<file path="src/rtl/me_pkg.sv">
// Shared types and constants for the motion-estimation feeder and its address generator.
package me_pkg;

  localparam int unsigned BLK_SIZE = 8;
  localparam int unsigned BS_SQ    = BLK_SIZE * BLK_SIZE;
  localparam int unsigned BS_CUBE  = BS_SQ * BLK_SIZE;
  localparam int unsigned PIX_W    = 8;
  localparam int unsigned ME_W     = 16;

  typedef enum logic [2:0] {
    IDLE,
    PRELOAD,
    STREAM,
    DRAIN,
    DONE
  } me_state_e;

  typedef struct packed {
    logic [ME_W-1:0]  mme;
    logic [PIX_W-1:0] mi;
    logic [PIX_W-1:0] mj;
  } me_result_t;

endpackage

</file>
<file path="src/rtl/me_feeder_if.sv">
// RAM, PE-row and controller signals of me_feeder; master is the feeder, slave is its environment.
interface me_feeder_if #(
  parameter int unsigned BLK_SIZE = me_pkg::BLK_SIZE,
  parameter int unsigned ADDR_W   = $clog2(4 * BLK_SIZE * BLK_SIZE)
);
  import me_pkg::*;

  localparam int unsigned CUR_W = $clog2(BLK_SIZE * BLK_SIZE);

  logic              go;
  logic [CUR_W-1:0]  cur_addr;
  logic [PIX_W-1:0]  cur_rdata;
  logic [ADDR_W-1:0] pa_addr;
  logic [PIX_W-1:0]  pa_rdata;
  logic [ADDR_W-1:0] pb_addr;
  logic [PIX_W-1:0]  pb_rdata;
  logic [PIX_W-1:0]  c;
  logic [PIX_W-1:0]  p;
  logic [PIX_W-1:0]  p_prime;
  logic              start;
  logic              pe_done;
  logic [ME_W-1:0]   pe_mme;
  logic [PIX_W-1:0]  pe_mi;
  logic [PIX_W-1:0]  pe_mj;
  logic              busy;
  logic [ME_W-1:0]   res_mme;
  logic [PIX_W-1:0]  res_mi;
  logic [PIX_W-1:0]  res_mj;
  logic              res_valid;
  logic              res_err;

  modport master (
    input  go, cur_rdata, pa_rdata, pb_rdata, pe_done, pe_mme, pe_mi, pe_mj,
    output cur_addr, pa_addr, pb_addr, c, p, p_prime, start, busy,
           res_mme, res_mi, res_mj, res_valid, res_err
  );

  modport slave (
    output go, cur_rdata, pa_rdata, pb_rdata, pe_done, pe_mme, pe_mi, pe_mj,
    input  cur_addr, pa_addr, pb_addr, c, p, p_prime, start, busy,
           res_mme, res_mi, res_mj, res_valid, res_err
  );

endinterface

</file>
<file path="src/rtl/me_addr_gen.sv">
// Combinational address generator: maps phase and beat index to current-block and search RAM addresses.
module me_addr_gen #(
  parameter int unsigned BLK_SIZE = 8,
  parameter int unsigned SW       = 2 * BLK_SIZE,
  parameter int unsigned ADDR_W   = $clog2(4 * BLK_SIZE * BLK_SIZE)
) (
  input  me_pkg::me_state_e              phase,
  input  logic [3*$clog2(BLK_SIZE)-1:0]  beat,
  output logic [2*$clog2(BLK_SIZE)-1:0]  cur_addr,
  output logic [ADDR_W-1:0]              pa_addr,
  output logic [ADDR_W-1:0]              pb_addr
);
  import me_pkg::*;

  localparam int unsigned LOG_N = $clog2(BLK_SIZE);
  localparam int unsigned CUR_W = 2 * LOG_N;

  logic [LOG_N-1:0]  mi;
  logic [LOG_N-1:0]  r;
  logic [LOG_N-1:0]  col;
  logic [ADDR_W-1:0] row_b;

  // N is a power of two, so the beat splits into candidate row, block row and column by bit slices
  assign col = beat[LOG_N-1:0];
  assign r   = beat[2*LOG_N-1:LOG_N];
  assign mi  = beat[3*LOG_N-1:2*LOG_N];

  always_comb begin
    cur_addr = '0;
    pa_addr  = '0;
    pb_addr  = '0;
    row_b    = ADDR_W'(mi) + ADDR_W'(r);
    case (phase)
      PRELOAD: begin
        pb_addr = ADDR_W'(col);
        pa_addr = ADDR_W'(SW) + ADDR_W'(col);
      end
      STREAM: begin
        cur_addr = beat[CUR_W-1:0];
        pb_addr  = row_b * ADDR_W'(SW) + ADDR_W'(col) + ADDR_W'(BLK_SIZE);
        pa_addr  = (row_b + ADDR_W'(1)) * ADDR_W'(SW) + ADDR_W'(col) + ADDR_W'(BLK_SIZE);
      end
      default: ;
    endcase
  end

endmodule

</file>
<file path="src/rtl/me_feeder.sv">
// Feeds preload and stream beats from the block/search RAMs to the ME PE row and captures its result.
// Optional DRAIN timeout with res_err reporting: define ME_FEEDER_TIMEOUT_EN.
module me_feeder #(
  parameter int unsigned BLK_SIZE  = me_pkg::BLK_SIZE,
  parameter int unsigned SW        = 2 * BLK_SIZE,
  parameter int unsigned ADDR_W    = $clog2(4 * BLK_SIZE * BLK_SIZE),
  parameter int unsigned DRAIN_MAX = 64
) (
  input  logic        clk,
  input  logic        reset,
  me_feeder_if.master bus
);
  import me_pkg::*;

  localparam int unsigned LOG_N  = $clog2(BLK_SIZE);
  localparam int unsigned CUR_W  = 2 * LOG_N;
  localparam int unsigned BEAT_W = 3 * LOG_N;
  localparam int unsigned N_CUBE = BLK_SIZE * BLK_SIZE * BLK_SIZE;
  localparam int unsigned DRN_W  = $clog2(DRAIN_MAX);
  localparam int unsigned T_W    = (BEAT_W > DRN_W) ? BEAT_W : DRN_W;

  me_state_e         state, state_nx;
  logic [T_W-1:0]    t, t_nx;
  logic              capture_c;
  logic [CUR_W-1:0]  cur_a_c;
  logic [ADDR_W-1:0] pa_a_c;
  logic [ADDR_W-1:0] pb_a_c;
  logic              s1_vld, s1_pre, s1_first;
  logic              s2_vld, s2_pre, s2_first;
  me_result_t        res_q;
`ifdef ME_FEEDER_TIMEOUT_EN
  logic              timeout_c;
  logic              err_q;
`endif

  // Next-state and beat counter
  always_comb begin
    state_nx  = state;
    t_nx      = t;
    capture_c = 1'b0;
`ifdef ME_FEEDER_TIMEOUT_EN
    timeout_c = 1'b0;
`endif
    case (state)
      IDLE: begin
        if (bus.go) begin
          state_nx = PRELOAD;
          t_nx     = '0;
        end
      end
      PRELOAD: begin
        if (t == T_W'(BLK_SIZE - 1)) begin
          state_nx = STREAM;
          t_nx     = '0;
        end else begin
          t_nx = t + T_W'(1);
        end
      end
      STREAM: begin
        if (t == T_W'(N_CUBE - 1)) begin
          state_nx = DRAIN;
          t_nx     = '0;
        end else begin
          t_nx = t + T_W'(1);
        end
      end
      DRAIN: begin
        if (bus.pe_done) begin
          capture_c = 1'b1;
          state_nx  = DONE;
        end
`ifdef ME_FEEDER_TIMEOUT_EN
        else if (t == T_W'(DRAIN_MAX - 1)) begin
          timeout_c = 1'b1;
          state_nx  = DONE;
        end else begin
          t_nx = t + T_W'(1);
        end
`endif
      end
      DONE: begin
        state_nx = IDLE;
        t_nx     = '0;
      end
      default: begin
        state_nx = IDLE;
        t_nx     = '0;
      end
    endcase
  end

  // Addresses are decoded from the next phase/beat so the registered address lines up with the state
  me_addr_gen #(
    .BLK_SIZE (BLK_SIZE),
    .SW       (SW),
    .ADDR_W   (ADDR_W)
  ) u_addr_gen (
    .phase    (state_nx),
    .beat     (t_nx[BEAT_W-1:0]),
    .cur_addr (cur_a_c),
    .pa_addr  (pa_a_c),
    .pb_addr  (pb_a_c)
  );

  always_ff @(posedge clk) begin
    if (reset) begin
      state         <= IDLE;
      t             <= '0;
      bus.cur_addr  <= '0;
      bus.pa_addr   <= '0;
      bus.pb_addr   <= '0;
      s1_vld        <= 1'b0;
      s1_pre        <= 1'b0;
      s1_first      <= 1'b0;
      s2_vld        <= 1'b0;
      s2_pre        <= 1'b0;
      s2_first      <= 1'b0;
      bus.c         <= '0;
      bus.p         <= '0;
      bus.p_prime   <= '0;
      bus.start     <= 1'b0;
      bus.busy      <= 1'b0;
      bus.res_valid <= 1'b0;
      res_q         <= '0;
    end else begin
      state        <= state_nx;
      t            <= t_nx;
      bus.cur_addr <= cur_a_c;
      bus.pa_addr  <= pa_a_c;
      bus.pb_addr  <= pb_a_c;
      // Beat tags travel alongside the two-cycle address-to-output latency
      s1_vld       <= (state_nx == PRELOAD) || (state_nx == STREAM);
      s1_pre       <= (state_nx == PRELOAD);
      s1_first     <= (state_nx == PRELOAD) && (t_nx == '0);
      s2_vld       <= s1_vld;
      s2_pre       <= s1_pre;
      s2_first     <= s1_first;
      bus.c        <= (s2_vld && !s2_pre) ? bus.cur_rdata : '0;
      bus.p        <= s2_vld ? bus.pa_rdata : '0;
      bus.p_prime  <= s2_vld ? bus.pb_rdata : '0;
      bus.start    <= s2_first;
      bus.busy     <= (state_nx != IDLE);
      bus.res_valid <= capture_c;
      if (capture_c) begin
        res_q <= {bus.pe_mme, bus.pe_mi, bus.pe_mj};
      end
    end
  end

  assign bus.res_mme = res_q.mme;
  assign bus.res_mi  = res_q.mi;
  assign bus.res_mj  = res_q.mj;

`ifdef ME_FEEDER_TIMEOUT_EN
  // Sticky timeout flag, cleared when the next run is accepted
  always_ff @(posedge clk) begin
    if (reset) begin
      err_q <= 1'b0;
    end else if ((state == IDLE) && bus.go) begin
      err_q <= 1'b0;
    end else if (timeout_c) begin
      err_q <= 1'b1;
    end
  end
  assign bus.res_err = err_q;
`else
  assign bus.res_err = 1'b0;
`endif

endmodule

</file>
<file path="src/flat_wrapper.sv">
// flat-port wrapper written by rule: the top's interface ports become plain ports
module me_feeder_flat import me_pkg::*;
#(
  parameter int unsigned BLK_SIZE  = me_pkg::BLK_SIZE,
  parameter int unsigned SW        = 2 * BLK_SIZE,
  parameter int unsigned ADDR_W    = $clog2(4 * BLK_SIZE * BLK_SIZE),
  parameter int unsigned DRAIN_MAX = 64
)
  (clk, reset, bus_go, bus_cur_rdata, bus_pa_rdata, bus_pb_rdata, bus_pe_done, bus_pe_mme, bus_pe_mi, bus_pe_mj, bus_cur_addr, bus_pa_addr, bus_pb_addr, bus_c, bus_p, bus_p_prime, bus_start, bus_busy, bus_res_mme, bus_res_mi, bus_res_mj, bus_res_valid, bus_res_err);
  me_feeder_if #(.BLK_SIZE(BLK_SIZE), .ADDR_W(ADDR_W)) bus_i ();
  input  logic clk;
  input  logic reset;
  input wire logic [$bits(bus_i.go)-1:0] bus_go;
  input wire logic [$bits(bus_i.cur_rdata)-1:0] bus_cur_rdata;
  input wire logic [$bits(bus_i.pa_rdata)-1:0] bus_pa_rdata;
  input wire logic [$bits(bus_i.pb_rdata)-1:0] bus_pb_rdata;
  input wire logic [$bits(bus_i.pe_done)-1:0] bus_pe_done;
  input wire logic [$bits(bus_i.pe_mme)-1:0] bus_pe_mme;
  input wire logic [$bits(bus_i.pe_mi)-1:0] bus_pe_mi;
  input wire logic [$bits(bus_i.pe_mj)-1:0] bus_pe_mj;
  output wire logic [$bits(bus_i.cur_addr)-1:0] bus_cur_addr;
  output wire logic [$bits(bus_i.pa_addr)-1:0] bus_pa_addr;
  output wire logic [$bits(bus_i.pb_addr)-1:0] bus_pb_addr;
  output wire logic [$bits(bus_i.c)-1:0] bus_c;
  output wire logic [$bits(bus_i.p)-1:0] bus_p;
  output wire logic [$bits(bus_i.p_prime)-1:0] bus_p_prime;
  output wire logic [$bits(bus_i.start)-1:0] bus_start;
  output wire logic [$bits(bus_i.busy)-1:0] bus_busy;
  output wire logic [$bits(bus_i.res_mme)-1:0] bus_res_mme;
  output wire logic [$bits(bus_i.res_mi)-1:0] bus_res_mi;
  output wire logic [$bits(bus_i.res_mj)-1:0] bus_res_mj;
  output wire logic [$bits(bus_i.res_valid)-1:0] bus_res_valid;
  output wire logic [$bits(bus_i.res_err)-1:0] bus_res_err;
  assign bus_i.go = bus_go;
  assign bus_i.cur_rdata = bus_cur_rdata;
  assign bus_i.pa_rdata = bus_pa_rdata;
  assign bus_i.pb_rdata = bus_pb_rdata;
  assign bus_i.pe_done = bus_pe_done;
  assign bus_i.pe_mme = bus_pe_mme;
  assign bus_i.pe_mi = bus_pe_mi;
  assign bus_i.pe_mj = bus_pe_mj;
  assign bus_cur_addr = bus_i.cur_addr;
  assign bus_pa_addr = bus_i.pa_addr;
  assign bus_pb_addr = bus_i.pb_addr;
  assign bus_c = bus_i.c;
  assign bus_p = bus_i.p;
  assign bus_p_prime = bus_i.p_prime;
  assign bus_start = bus_i.start;
  assign bus_busy = bus_i.busy;
  assign bus_res_mme = bus_i.res_mme;
  assign bus_res_mi = bus_i.res_mi;
  assign bus_res_mj = bus_i.res_mj;
  assign bus_res_valid = bus_i.res_valid;
  assign bus_res_err = bus_i.res_err;
  me_feeder #(.BLK_SIZE(BLK_SIZE), .SW(SW), .ADDR_W(ADDR_W), .DRAIN_MAX(DRAIN_MAX)) u_core (.clk(clk), .reset(reset), .bus(bus_i));
endmodule
</file>
<file path="config.mk">
export PLATFORM = sky130hd
export DESIGN_NAME = me_feeder_flat
export DESIGN_NICKNAME = d
export VERILOG_FILES = /design/src/rtl/me_pkg.sv /design/src/rtl/me_feeder_if.sv /design/src/rtl/me_addr_gen.sv /design/src/rtl/me_feeder.sv /design/src/flat_wrapper.sv
export SDC_FILE = /design/constraint.sdc
export NUM_CORES = 1
export LEC_CHECK = 0
export ABC_AREA = 1
export BUFFER_PORTS_ARGS = -buffer_cell sky130_fd_sc_hd__buf_2
export CORE_MARGIN = 8
export CORE_UTILIZATION = 48
export DETAILED_ROUTE_END_ITERATION = 7
export PLACE_DENSITY = 0.79
export SLEW_MARGIN = 20
export SYNTH_ARGS = -nofsm -noshare
export SYNTH_HDL_FRONTEND = slang
export SYNTH_SLANG_ARGS = --single-unit
</file>
<file path="constraint.sdc">
create_clock -name clk -period 4 [get_ports clk]
set_input_delay 0.8 -clock clk [delete_from_list [all_inputs] [get_ports clk]]
set_output_delay 0.8 -clock clk [all_outputs]
set_load 0.01 [all_outputs]
</file>
==> summary.txt, run 1 <==
==============================================================================
Clock tree from TritonCTS                                                built
Total overflow reported by the global router                                 0
Average wire per cell in the routed design                             12.9 um
Antenna violations before repair                                             0
Setup repair bufs after CTS                                                  0
Power share of the clock group                                           0.358
Unrepaired setup endpoints after global routing                             no
Adder-cell share of the synthesized area                                0.0266
Number of vias per cell                                                   4.61
Max H-tree Level                                                             3
Mapped Area                                                       0.00358 mm^2
Top Usage Layer GRT                                                       met2
Endpoint of the worst-slack reg-to-reg timing path                u_core.bus.pa_addr[7]
Depth of the worst hold-timing path                                          2
Insertion delay to the later sink of the worst-skew pair               0.36 ns
Logic pwr share                                                          0.058
Fraction of the mapped netlist area in compound gates                   0.0713
Average instance area after synthesis                                8.31 um^2
Leakage power summed over all cells                                    2.40 nW
Dpl cell area                                                     0.00430 mm^2
Worst EP arrival                                                       3.48 ns
Synthesized-area fraction occupied by and/or/nand/nor cells              0.257
Die outline area                                                   0.0105 mm^2
Worst Hold End                                                    u_core.s2_vld
DRT iter0 DRCs                                                              86
Cell count after synthesis                                                 431
Largest voltage drop on the vdd net                                     183 uV
Wire length of the first global-routing pass                           14.3 mm
Global-route total usage across every layer                              0.171
Inserted Clock Buffers                                                       9
Vertical extent of the die                                              102 um
Hold buffers post-CTS                                                        0
Required @ worst endpoint                                              4.29 ns
Worst hold margin                                                     0.397 ns
Antenna violation net count after detailed routing                           0
Worst relative slew slack                                                0.365
Final design utilization                                                 0.619
Sink Count                                                                  95
Worst min path class                                              flip-flop to flip-flop
Count of synthesis-stage warnings from yosys                                 0
Number of instances resized during post-cts repair                           0
Total via count in the routed design                                      3079
Mux contribution to synthesized area                                         0
Setup TNS                                                                 0 ns
Worst setup path category                                         flip-flop to flip-flop
Main combinational cell family by area after synthesis            simple AND/OR/NAND/NOR gates
Port Buf Inserts                                                           140
Net Switching                                                       0.000414 W
Share of post-route cells with drive strength above 1                    0.344
Maximum number of pins on one net before global-route repair                39
Clock-pin transition on the worst setup and hold timing paths          0.10 ns
Setup violators final                                                        0
Max-slew violation count                                                     0
CP Max Fanout                                                                6
Core footprint                                                    0.00725 mm^2
Ratio of total power to cell area                                  368 mW/mm^2
Switching portion of total power                                         0.251
F_max                                                                0.313 GHz
R2R setup slack                                                        0.80 ns
Xor and xnor fraction of the mapped netlist area                        0.0147
Final net count                                                            631
Clock root buffer master                                          sky130_fd_sc_hd__clkbuf_8
Distinct cell type count after synthesis                                    36
Final weighted congestion in routability-driven placement                0.875
Total count of hold-check failures in the final report                       0
Number of cell instances on the worst register-to-register path             17
Hold wc startpoint                                                u_core.s1_vld
DRC Markers                                                                  0
Sequential element share of the synthesized area                         0.531
Final HPWL DP                                                          6.48 mm
Nets in the synthesized netlist                                            498
Global routing usage on met3                                            0.0749
Area Growth Syn to Fin                                                   25.4%
First-pass iteration count of the detailed router                            4
Type of destination of the critical path                             flip-flop
Period Utilization, post-route                                           0.799
Post-Route Skew                                                      0.0120 ns
Number of synthesized register bits                                         95
Deepest clock path buffer count                                              2
Result of the run                                                 complete, no violations
Drt total wl                                                           8.60 mm
Internal portion of total power                                      0.00124 W
Total of max-cap violations                                                  0
Die Span X                                                              102 um
Kind of start point of the critical path                             flip-flop
Placement row count                                                         31
Ports placed on the boundary                                               142
GR Layer Usage met2                                                      0.284
Fin crit period                                                        3.20 ns
Number of global-route vias before repair                                 3182
Fraction of met1 tracks used by global routing                           0.185
Register share of total power                                            0.584
Antenna diode count                                                          0
Slew at the pin closest to its max-slew limit                         0.947 ns
Layout Cell Area excl Fill                                        0.00449 mm^2
Reg2reg start                                                      u_core.t[0]
Starting Density                                                         0.494
==============================================================================
[cells in the final DEF (no fill, tap or decap), types with 3 or more instances in the layout]
cell type / instances
sky130_fd_sc_hd__nand4_1: 3
sky130_fd_sc_hd__o21ai_0: 32
sky130_fd_sc_hd__dfxtp_1: 95
sky130_fd_sc_hd__a21oi_1: 5
sky130_fd_sc_hd__ha_1: 6
sky130_fd_sc_hd__xor2_1: 5
sky130_fd_sc_hd__nand3_1: 10
sky130_fd_sc_hd__inv_1: 49
sky130_fd_sc_hd__nand2_1: 33
sky130_fd_sc_hd__clkbuf_8: 9
sky130_fd_sc_hd__nor2_4: 10
sky130_fd_sc_hd__buf_2: 140
sky130_fd_sc_hd__nor3_2: 3
sky130_fd_sc_hd__inv_2: 11
sky130_fd_sc_hd__nor2_1: 121
sky130_fd_sc_hd__nand2_2: 3
sky130_fd_sc_hd__inv_6: 3
sky130_fd_sc_hd__nor2_2: 3
sky130_fd_sc_hd__o21ai_1: 3
[worst max path at each step]
| stage | startpoint | end | slack (ns) |
|---|---|---|---|
| final | u_core.t[0] | u_core.bus.pa_addr[7] | 0.80 |
| after global routing | u_core.t[0] | u_core.bus.pa_addr[7] | 0.50 |
| after CTS | u_core.t[0] | u_core.bus.pa_addr[7] | 0.81 |
| after detailed placement | u_core.t[0] | u_core.bus.pa_addr[7] | 0.85 |
| after global placement | u_core.t[0] | u_core.bus.pa_addr[6] | 1.00 |
| after floorplan | u_core.t[0] | u_core.bus.pa_addr[6] | 1.20 |
[power groups by stage]
stage / sequential [W] / clock [W] / combinational, W
after global placement: 0.000987 / 0 / 0.0000936
after global routing: 0.000967 / 0.000651 / 0.000108
final: 0.000965 / 0.000592 / 0.0000963
after detailed placement: 0.000987 / 0 / 0.0000964
after floorplan: 0.000991 / 0 / 0.0000453
after CTS: 0.000965 / 0.000614 / 0.0000974
[metrics by stage]
stage / worst slack [ns] / cells / power (W)
final: 0.804 / 668 / 0.00165
after detailed placement: 0.850 / 652 / 0.00108
after global placement: 1.00 / 652 / 0.00108
after global routing: 0.498 / 668 / 0.00173
after floorplan: 1.20 / 431 / 0.00104
after CTS: 0.811 / 668 / 0.00168
[critical path, cell delays in order (launching register included)]
cell                      delay, ns
sky130_fd_sc_hd__dfxtp_1       0.41
sky130_fd_sc_hd__ha_1          0.19
sky130_fd_sc_hd__nand2_1       0.08
sky130_fd_sc_hd__inv_2         0.10
sky130_fd_sc_hd__nand3_1       0.14
sky130_fd_sc_hd__nor2_1        0.13
sky130_fd_sc_hd__ha_1          0.15
sky130_fd_sc_hd__inv_1         0.07
sky130_fd_sc_hd__nand2_1       0.07
sky130_fd_sc_hd__nand2_1       0.16
sky130_fd_sc_hd__nand2_1       0.10
sky130_fd_sc_hd__nand2_1       0.10
sky130_fd_sc_hd__ha_1          0.25
sky130_fd_sc_hd__fa_1          0.38
sky130_fd_sc_hd__xnor2_1       0.40
sky130_fd_sc_hd__nor3_1        0.12
sky130_fd_sc_hd__xor2_1        0.16
sky130_fd_sc_hd__nor2_1        0.11
[per-layer routing]
metal | up-vias | routed length, um
met3 | 15 | 999
li1 | 1571 | -
met4 | 0 | 175
met2 | 125 | 3970
met1 | 1368 | 3450
met5 | - | 0
[Yosys cell counts]
cell / count / share of area
sky130_fd_sc_hd__a21o_1: 1 / 0.0021
sky130_fd_sc_hd__buf_2: 6 / 0.0084
sky130_fd_sc_hd__nor2_4: 10 / 0.031
sky130_fd_sc_hd__nand4_4: 1 / 0.0059
sky130_fd_sc_hd__nand2_2: 3 / 0.0052
sky130_fd_sc_hd__nand2_1: 33 / 0.035
sky130_fd_sc_hd__xnor2_1: 1 / 0.0024
sky130_fd_sc_hd__dfxtp_1: 95 / 0.53
sky130_fd_sc_hd__buf_4: 5 / 0.010
sky130_fd_sc_hd__nor3_2: 3 / 0.0084
sky130_fd_sc_hd__nor2_1: 121 / 0.13
sky130_fd_sc_hd__o21ai_1: 3 / 0.0042
sky130_fd_sc_hd__conb_1: 1 / 0.0010
sky130_fd_sc_hd__buf_12: 1 / 0.0056
sky130_fd_sc_hd__nand3_4: 1 / 0.0049
sky130_fd_sc_hd__nor3_1: 2 / 0.0028
sky130_fd_sc_hd__o21bai_1: 1 / 0.0021
sky130_fd_sc_hd__nor2_2: 3 / 0.0052
sky130_fd_sc_hd__inv_1: 50 / 0.052
sky130_fd_sc_hd__nor3_4: 2 / 0.0091
sky130_fd_sc_hd__o21ai_4: 1 / 0.0045
sky130_fd_sc_hd__buf_1: 1 / 0.0010
sky130_fd_sc_hd__clkbuf_1: 7 / 0.0073
sky130_fd_sc_hd__a21oi_1: 5 / 0.0070
sky130_fd_sc_hd__fa_1: 1 / 0.0056
sky130_fd_sc_hd__or2_2: 1 / 0.0017
sky130_fd_sc_hd__a31oi_1: 1 / 0.0017
sky130_fd_sc_hd__o21ai_0: 32 / 0.045
sky130_fd_sc_hd__ha_1: 6 / 0.021
sky130_fd_sc_hd__clkinv_1: 1 / 0.0010
sky130_fd_sc_hd__and2_1: 1 / 0.0017
sky130_fd_sc_hd__nand4_1: 3 / 0.0052
sky130_fd_sc_hd__inv_2: 11 / 0.012
sky130_fd_sc_hd__xor2_1: 5 / 0.012
sky130_fd_sc_hd__nand3_1: 10 / 0.014
sky130_fd_sc_hd__o21ai_2: 2 / 0.0049
[flip-flops by register name (all words and copies together) (netlist names), 8 cells and up]
name and cells:
u_core.bus.res_mj 8, u_core.bus.pb_addr 8, u_core.t 9, u_core.bus.p_prime 8, u_core.bus.res_mi 8, u_core.bus.res_mme 16
u_core.bus.p 8, u_core.bus.c 8
[cells by family after synthesis]
kind of cell	Yosys count
adder cells (fa/ha/maj)	7
flip-flops	95
XOR/XNOR	6
buffers and inverters	82
other	1
AO/OA/AOI/OAI	46
AND/OR/NAND/NOR	194
[cell type report]
type | count | area, um^2
clock buffers | 9 | 124
clock inverters | 7 | 65.1
fillers | 661 | 2760
inverters | 62 | 233
multi-input cells | 254 | 1330
flip-flops and latches | 95 | 1900
well taps | 99 | 124
repair buffers | 142 | 716
No activity file was read; power rests on OpenSTA's default activity.
==> run 2, diff against run 1 <==
--- a/config.mk
+++ b/config.mk
@@ -8,9 +8,9 @@
 export ABC_AREA = 1
 export BUFFER_PORTS_ARGS = -buffer_cell sky130_fd_sc_hd__buf_2
 export CORE_MARGIN = 8
-export CORE_UTILIZATION = 48
+export CORE_UTILIZATION = 43
 export DETAILED_ROUTE_END_ITERATION = 7
-export PLACE_DENSITY = 0.79
+export PLACE_DENSITY = 0.75
 export SLEW_MARGIN = 20
 export SYNTH_ARGS = -nofsm -noshare
 export SYNTH_HDL_FRONTEND = slang
==> constraint.sdc (replaced) <==
create_clock -name clk -period 2.7 [get_ports clk]
set_input_delay 0.54 -clock clk [delete_from_list [all_inputs] [get_ports clk]]
set_output_delay 0.54 -clock clk [all_outputs]
set_load 0.01 [all_outputs]
==> summary.txt, run 2 (synthesis gave the netlist of run 1 again) <==
==============================================================================
Topmost layer with routed signal wires                                    met4
Clock root buffer master                                          sky130_fd_sc_hd__clkbuf_8
Total count of hold-check failures in the final report                       0   unchanged
Antenna diode count                                                          0   unchanged
Leakage power summed over all cells                                    2.49 nW   +3.9%
Maximum number of pins on one net before global-route repair                35   -10%
Hold buffers post-CTS                                                        0   unchanged
DRC Markers                                                                  0   unchanged
Share of post-route cells with drive strength above 1                    0.400   +0.0555
Area Growth Syn to Fin                                                   32.5%
Placement row count                                                         33   +6.5%
Antenna violations before repair                                             0   unchanged
Routed length on met1                                                  3.64 mm   +5.8%
Number of global-route vias before repair                                 3118   -2.0%
Ports placed on the boundary                                               142   unchanged
Largest voltage drop on the vdd net                                     305 uV   +66%
Post-layout instance count excluding filler cells                          690   +3.3%
Final weighted congestion in routability-driven placement                0.881   +0.67%
Reg2reg start                                                      u_core.t[1]
Total power                                                          0.00249 W   +51%
Fin crit period                                                        2.65 ns   -0.549 ns
Worst setup path category                                         flip-flop to flip-flop
Result of the run                                                 complete, no violations
Max reg flops                                                               16   unchanged
Start point of the critical path                                   u_core.t[1]
Total instance count after detailed placement                              669   +2.6%
Type of destination of the critical path                             flip-flop
Detailed-routed wire length on met3                                    1.01 mm   +1.0%
Vertical extent of the die                                              107 um   +4.8%
Inserted Clock Buffers                                                       9   unchanged
Number of vias per cell                                                   4.54   -1.4%
R2R setup slack                                                        0.05 ns   -0.75 ns
Commonest cells after routing, fill and taps aside                sky130_fd_sc_hd__buf_2 (140), sky130_fd_sc_hd__nor2_1 (119), sky130_fd_sc_hd__dfxtp_1 (93)
Worst EP arrival                                                       2.89 ns   -0.59 ns
Core footprint                                                    0.00813 mm^2   +12%
Most common library cell in the layout ignoring fill and taps     sky130_fd_sc_hd__buf_2
Post-route worst setup slack                                         0.0530 ns   -0.751 ns
Number of cell instances on the worst register-to-register path             17   unchanged
Worst min path class                                              input pin to flip-flop
Clock tree from TritonCTS                                                built
Slew at the pin closest to its max-slew limit                         0.581 ns   -0.366 ns
Period Utilization, post-route                                           0.980   +0.181
Die Span X                                                              107 um   +4.8%
Die outline area                                                   0.0115 mm^2   +9.8%
CP Max Fanout                                                                4   -2
Clock-pin transition on the worst setup and hold timing paths          0.10 ns   about the same
Ratio of total power to cell area                                  525 mW/mm^2   +43%
Final net count                                                            647   +2.5%
Global-route total usage across every layer                              0.153   -0.0180
Amount of wire on met2 after detailed routing                          4.40 mm   +11%
Average wire per cell in the routed design                             13.4 um   +3.9%
Capturing instance or port of the critical path                   u_core.bus.pa_addr[7]
Endpoint of the worst-slack reg-to-reg timing path                u_core.bus.pa_addr[7]
Post-Route Skew                                                      0.0101 ns   -0.00198 ns
Final HPWL DP                                                          6.59 mm   +1.6%
Starting Density                                                         0.440   -0.0534
DRT iter0 DRCs                                                             118   +37%
Final design utilization                                                 0.583   -0.0358
Max H-tree Level                                                             3   unchanged
Kind of start point of the critical path                             flip-flop
Insertion delay to the later sink of the worst-skew pair               0.36 ns   about the same
Worst setup timing slack at the placement stage                     -0.0664 ns   -0.916 ns
Port Buf Inserts                                                           140   unchanged
Deepest clock path buffer count                                              2   unchanged
Setup violators final                                                        0   unchanged
Setup TNS                                                                 0 ns   unchanged
Total of max-cap violations                                                  0   unchanged
Unrepaired setup endpoints after global routing                            yes
Antenna violation net count after detailed routing                           0   unchanged
Worst relative slew slack                                                0.612   +0.247
Depth of the worst hold-timing path                                          3   +1
Sink Count                                                                  95   unchanged
Total via count in the routed design                                      3136   +1.9%
F_max                                                                0.378 GHz   +21%
Drt total wl                                                           9.23 mm   +7.3%
First-pass iteration count of the detailed router                            4   unchanged
Wire length of the first global-routing pass                           14.4 mm   +1.1%
Total overflow reported by the global router                                 0   unchanged
Required @ worst endpoint                                              2.94 ns   -1.35 ns
Fillers                                                                    747   +13%
Max-slew violation count                                                     0   unchanged
==============================================================================
-- run 2: cell count changes in the layout (fill, tap and decap cells not counted), sizes merged --
cell / previous run / this run
buf: 142 / 158
clkinv: 6 / 3
clkinvlp: 0 / 1
inv: 63 / 65
-- run 2: cell type report --
| cell class | count | area, um^2 | area share |
|---|---|---|---|
| flip-flops and latches | 95 | 1910 | 0.402 |
| multi-input cells | 254 | 1440 | 0.304 |
| repair buffers | 158 | 836 | 0.176 |
| inverters | 62 | 233 | 0.0491 |
| well taps | 105 | 131 | 0.0277 |
| clock buffers | 9 | 124 | 0.0261 |
| clock inverters | 7 | 72.6 | 0.0153 |
-- run 2: metrics by stage --
stage	hold slack, ns	cell area [um^2]
after floorplan	0.388	3600
after global placement	0.389	4410
after detailed placement	0.399	4410
after CTS	0.363	4610
after global routing	0.349	4740
final	0.374	4740
-- run 2: worst max-delay path, stage by stage, from the launching register on --
cell and delay (ns):
sky130_fd_sc_hd__dfxtp_4 0.38, sky130_fd_sc_hd__ha_4 0.15, sky130_fd_sc_hd__nand2_4 0.05, sky130_fd_sc_hd__inv_2 0.07
sky130_fd_sc_hd__nand3_2 0.09, sky130_fd_sc_hd__nor2_2 0.12, sky130_fd_sc_hd__ha_2 0.17, sky130_fd_sc_hd__inv_2 0.05
sky130_fd_sc_hd__nand2_2 0.09, sky130_fd_sc_hd__nand2_4 0.07, sky130_fd_sc_hd__nand2_2 0.08, sky130_fd_sc_hd__nand2_2 0.07
sky130_fd_sc_hd__ha_4 0.17, sky130_fd_sc_hd__fa_2 0.58, sky130_fd_sc_hd__inv_2 0.05, sky130_fd_sc_hd__nor3_2 0.12
sky130_fd_sc_hd__xor2_1 0.16, sky130_fd_sc_hd__nor2_1 0.05
-- run 2: report_power, final --
group          switching (W)  leakage (nW)  internal [W]
combinational      0.0000871          1.63     0.0000653
sequential        0.00000777         0.770       0.00142
clock               0.000547        0.0970      0.000364
total               0.000642          2.49       0.00185
-- run 2: what timing repair did --
item | CTS | global route
gates resized for setup | 2 | 22
endpoints found under the hold margin | 0 | 0
pin swaps | 0 | 10
endpoints found under the setup margin | 2 | 3
buffers inserted | 0 | 5
-- run 2: worst min-delay path by stage --
stage / startpoint / to
2_1_floorplan: u_core.s2_first / u_core.bus.start
3_3_place_gp: u_core.s1_first / u_core.s2_first
3_5_place_dp: u_core.s1_pre / u_core.s2_pre
4_1_cts: bus_pb_rdata[3] / u_core.bus.p_prime[3]
5_1_grt: bus_pb_rdata[3] / u_core.bus.p_prime[3]
6_report: bus_pb_rdata[3] / u_core.bus.p_prime[3]
-- run 2: routing by layer --
metal  vias to the layer above  GRT usage
met3                        20     0.0684
met4                         0     0.0673
li1                       1603          -
met2                       121      0.251
met1                      1392      0.166
met5                         -          0
==> run 3, diff against run 2 <==
--- a/config.mk
+++ b/config.mk
@@ -7,6 +7,7 @@
 export LEC_CHECK = 0
 export ABC_AREA = 1
 export BUFFER_PORTS_ARGS = -buffer_cell sky130_fd_sc_hd__buf_2
+export CORE_ASPECT_RATIO = 1.5
 export CORE_MARGIN = 8
 export CORE_UTILIZATION = 43
 export DETAILED_ROUTE_END_ITERATION = 7
==> summary.txt, run 3 (synthesis gave the netlist of run 1 again) <==
=================================================================================
Drt total wl                                                              8.90 mm   -3.6%
Critical Path Max Stage Delay                                             0.41 ns   -0.17 ns
Sink Count                                                                     95   unchanged
CP Max Fanout                                                                   4   unchanged
Setup TNS                                                                    0 ns   unchanged
Largest voltage drop on the vdd net                                        366 uV   +20%
Port Buf Inserts                                                              140   unchanged
Wire length of the first global-routing pass                              14.3 mm   -0.96%
Total via count in the routed design                                         3117   -0.61%
Clock root buffer master                                             sky130_fd_sc_hd__clkbuf_16
Core footprint                                                       0.00826 mm^2   +1.5%
Total overflow reported by the global router                                    0   unchanged
Number of cell instances on the worst register-to-register path                15   -2
Ratio of total power to cell area                                     566 mW/mm^2   +7.7%
Final HPWL DP                                                             6.77 mm   +2.7%
Worst relative slew slack                                                   0.627   +0.0149
Total count of hold-check failures in the final report                          0   unchanged
Type of destination of the critical path                                flip-flop
Inserted Clock Buffers                                                          9   unchanged
Depth of the worst hold-timing path                                             2   -1
Slew at the pin closest to its max-slew limit                            0.559 ns   -0.0223 ns
Total of max-cap violations                                                     0   unchanged
Commonest cells after routing, fill and taps aside                   sky130_fd_sc_hd__buf_2 (140), sky130_fd_sc_hd__nor2_1 (119), sky130_fd_sc_hd__dfxtp_1 (93)
Most common library cell in the layout ignoring fill and taps        sky130_fd_sc_hd__buf_2
DRT iter0 DRCs                                                                109   -7.6%
Total power                                                             0.00272 W   +9.3%
Insertion delay to the later sink of the worst-skew pair                  0.34 ns   -0.02 ns
Hold buffers post-CTS                                                           0   unchanged
Antenna violations before repair                                                0   unchanged
Die outline area                                                      0.0116 mm^2   +0.52%
Antenna diode count                                                             0   unchanged
F_max                                                                   0.384 GHz   +1.5%
Hold wc startpoint                                                   u_core.s1_vld
Fin crit period                                                           2.61 ns   -0.0403 ns
R2R setup slack                                                           0.09 ns   +0.04 ns
Worst setup timing slack at the placement stage                        -0.0112 ns   +0.0552 ns
Die Span X                                                                90.5 um   -16%
Final net count                                                               647   unchanged
Antenna violation net count after detailed routing                              0   unchanged
Leakage power summed over all cells                                       2.52 nW   +1.2%
Area Growth Syn to Fin                                                      34.5%
Number of vias per cell                                                      4.51   -0.75%
Cell type group with the largest total delay on the critical path     adder cells
Clock-pin transition on the worst setup and hold timing paths             0.06 ns   -0.04 ns
Global-route total usage across every layer                                 0.152   -0.000321
Crit path cell chain                                                 ha_4 -> nand2_2 -> inv_2 -> nand3_2 -> nor2_2 -> ha_2 -> inv_2 -> nand4_1 -> nand3_2 -> ha_4 -> fa_2 -> xnor2_4 -> nor3_2 -> xor2_1 -> nor2_1
Maximum number of pins on one net before global-route repair                   35   unchanged
Vertical extent of the die                                                 128 um   +19%
Post-Route Skew                                                        0.00662 ns   -0.00344 ns
Max H-tree Level                                                                3   unchanged
Start point of the critical path                                      u_core.t[1]
Max reg flops                                                                  16   unchanged
Worst setup path category                                            flip-flop to flip-flop
Post-route worst setup slack                                            0.0933 ns   +0.0403 ns
Share of post-route cells with drive strength above 1                       0.396   -0.00445
Average wire per cell in the routed design                                12.9 um   -3.7%
Worst EP arrival                                                          2.82 ns   -0.07 ns
CP max stage cell                                                    sky130_fd_sc_hd__fa_2
Placement row count                                                            41   +24%
Final weighted congestion in routability-driven placement                   0.877   -0.42%
Setup violators final                                                           0   unchanged
Required @ worst endpoint                                                 2.91 ns   -0.03 ns
DRC Markers                                                                     0   unchanged
Number of global-route vias before repair                                    3135   +0.55%
First-pass iteration count of the detailed router                               5   +1
Starting Density                                                            0.433   -0.00667
Period Utilization, post-route                                              0.965   -0.0149
Worst min path class                                                 flip-flop to flip-flop
Number of buffer and inverter instances along the worst setup path              2   -1
Reg2reg start                                                         u_core.t[1]
Deepest clock path buffer count                                                 2   unchanged
Result of the run                                                    complete, no violations
Critical path depth in cells                                                   15   -2
Max-slew violation count                                                        0   unchanged
Ports placed on the boundary                                                  142   unchanged
Kind of start point of the critical path                                flip-flop
Clock tree from TritonCTS                                                   built
=================================================================================
run 3: cell types whose count changed in the layout (fill, tap and decap cells not counted), moves of 2 or more:
cell / before / now
sky130_fd_sc_hd__clkbuf_16: 0 / 9
sky130_fd_sc_hd__clkbuf_8: 9 / 0
sky130_fd_sc_hd__clkinv_4: 1 / 3
sky130_fd_sc_hd__inv_8: 2 / 0
run 3: layout make-up:
class	count	area, um^2
Timing Repair Buffer	158	848
Clock inverter	6	47.5
Tap cell	107	134
Clock buffer	9	225
Sequential cell	95	1900
Inverter	62	233
Fill cell	750	3440
Multi-Input combinational cell	254	1420
run 3: path summary, 6_finish.rpt:
check                           to
max reg2reg  u_core.bus.pa_addr[7]
max          u_core.bus.pa_addr[7]
min                  u_core.s2_vld
min reg2reg          u_core.s2_vld
run 3: what timing repair did:
action / CTS / global route
setup endpoints to repair: 2 / 4
buffers inserted: 0 / 3
gates resized for setup: 2 / 17
pin swaps: 0 / 10
gates cloned: 0 / 0
run 3: tightest hold or removal path: cells and delay by family (launching register included):
family | cells | cell delay [ns]
simple gates | 1 | 0.03
flops | 1 | 0.30
buf+inv | 1 | 0.04
run 3: stage by stage:
stage	util	cells	hold slack (ns)	cell area, um^2
2_1_floorplan	-	431	0.388	3600
3_3_place_gp	0.536	673	0.392	4430
3_5_place_dp	0.536	673	0.398	4430
4_1_cts	0.570	688	0.399	4700
5_1_grt	0.583	691	0.395	4820
6_report	0.583	691	0.407	4820
run 3: layer usage:
layer | up-vias | global-route usage | share of wire
met2 | 111 | 0.278 | 0.53
li1 | 1602 | - | -
met4 | 0 | 0.0935 | 0.033
met3 | 26 | 0.0516 | 0.067
met1 | 1378 | 0.144 | 0.37
met5 | - | 0 | 0
run 3: power by group:
group	switching, W	internal, W	total, W
sequential	0.00000766	0.00142	0.00143
combinational	0.0000839	0.0000669	0.000151
clock	0.000518	0.000624	0.00114
total	0.000610	0.00211	0.00272
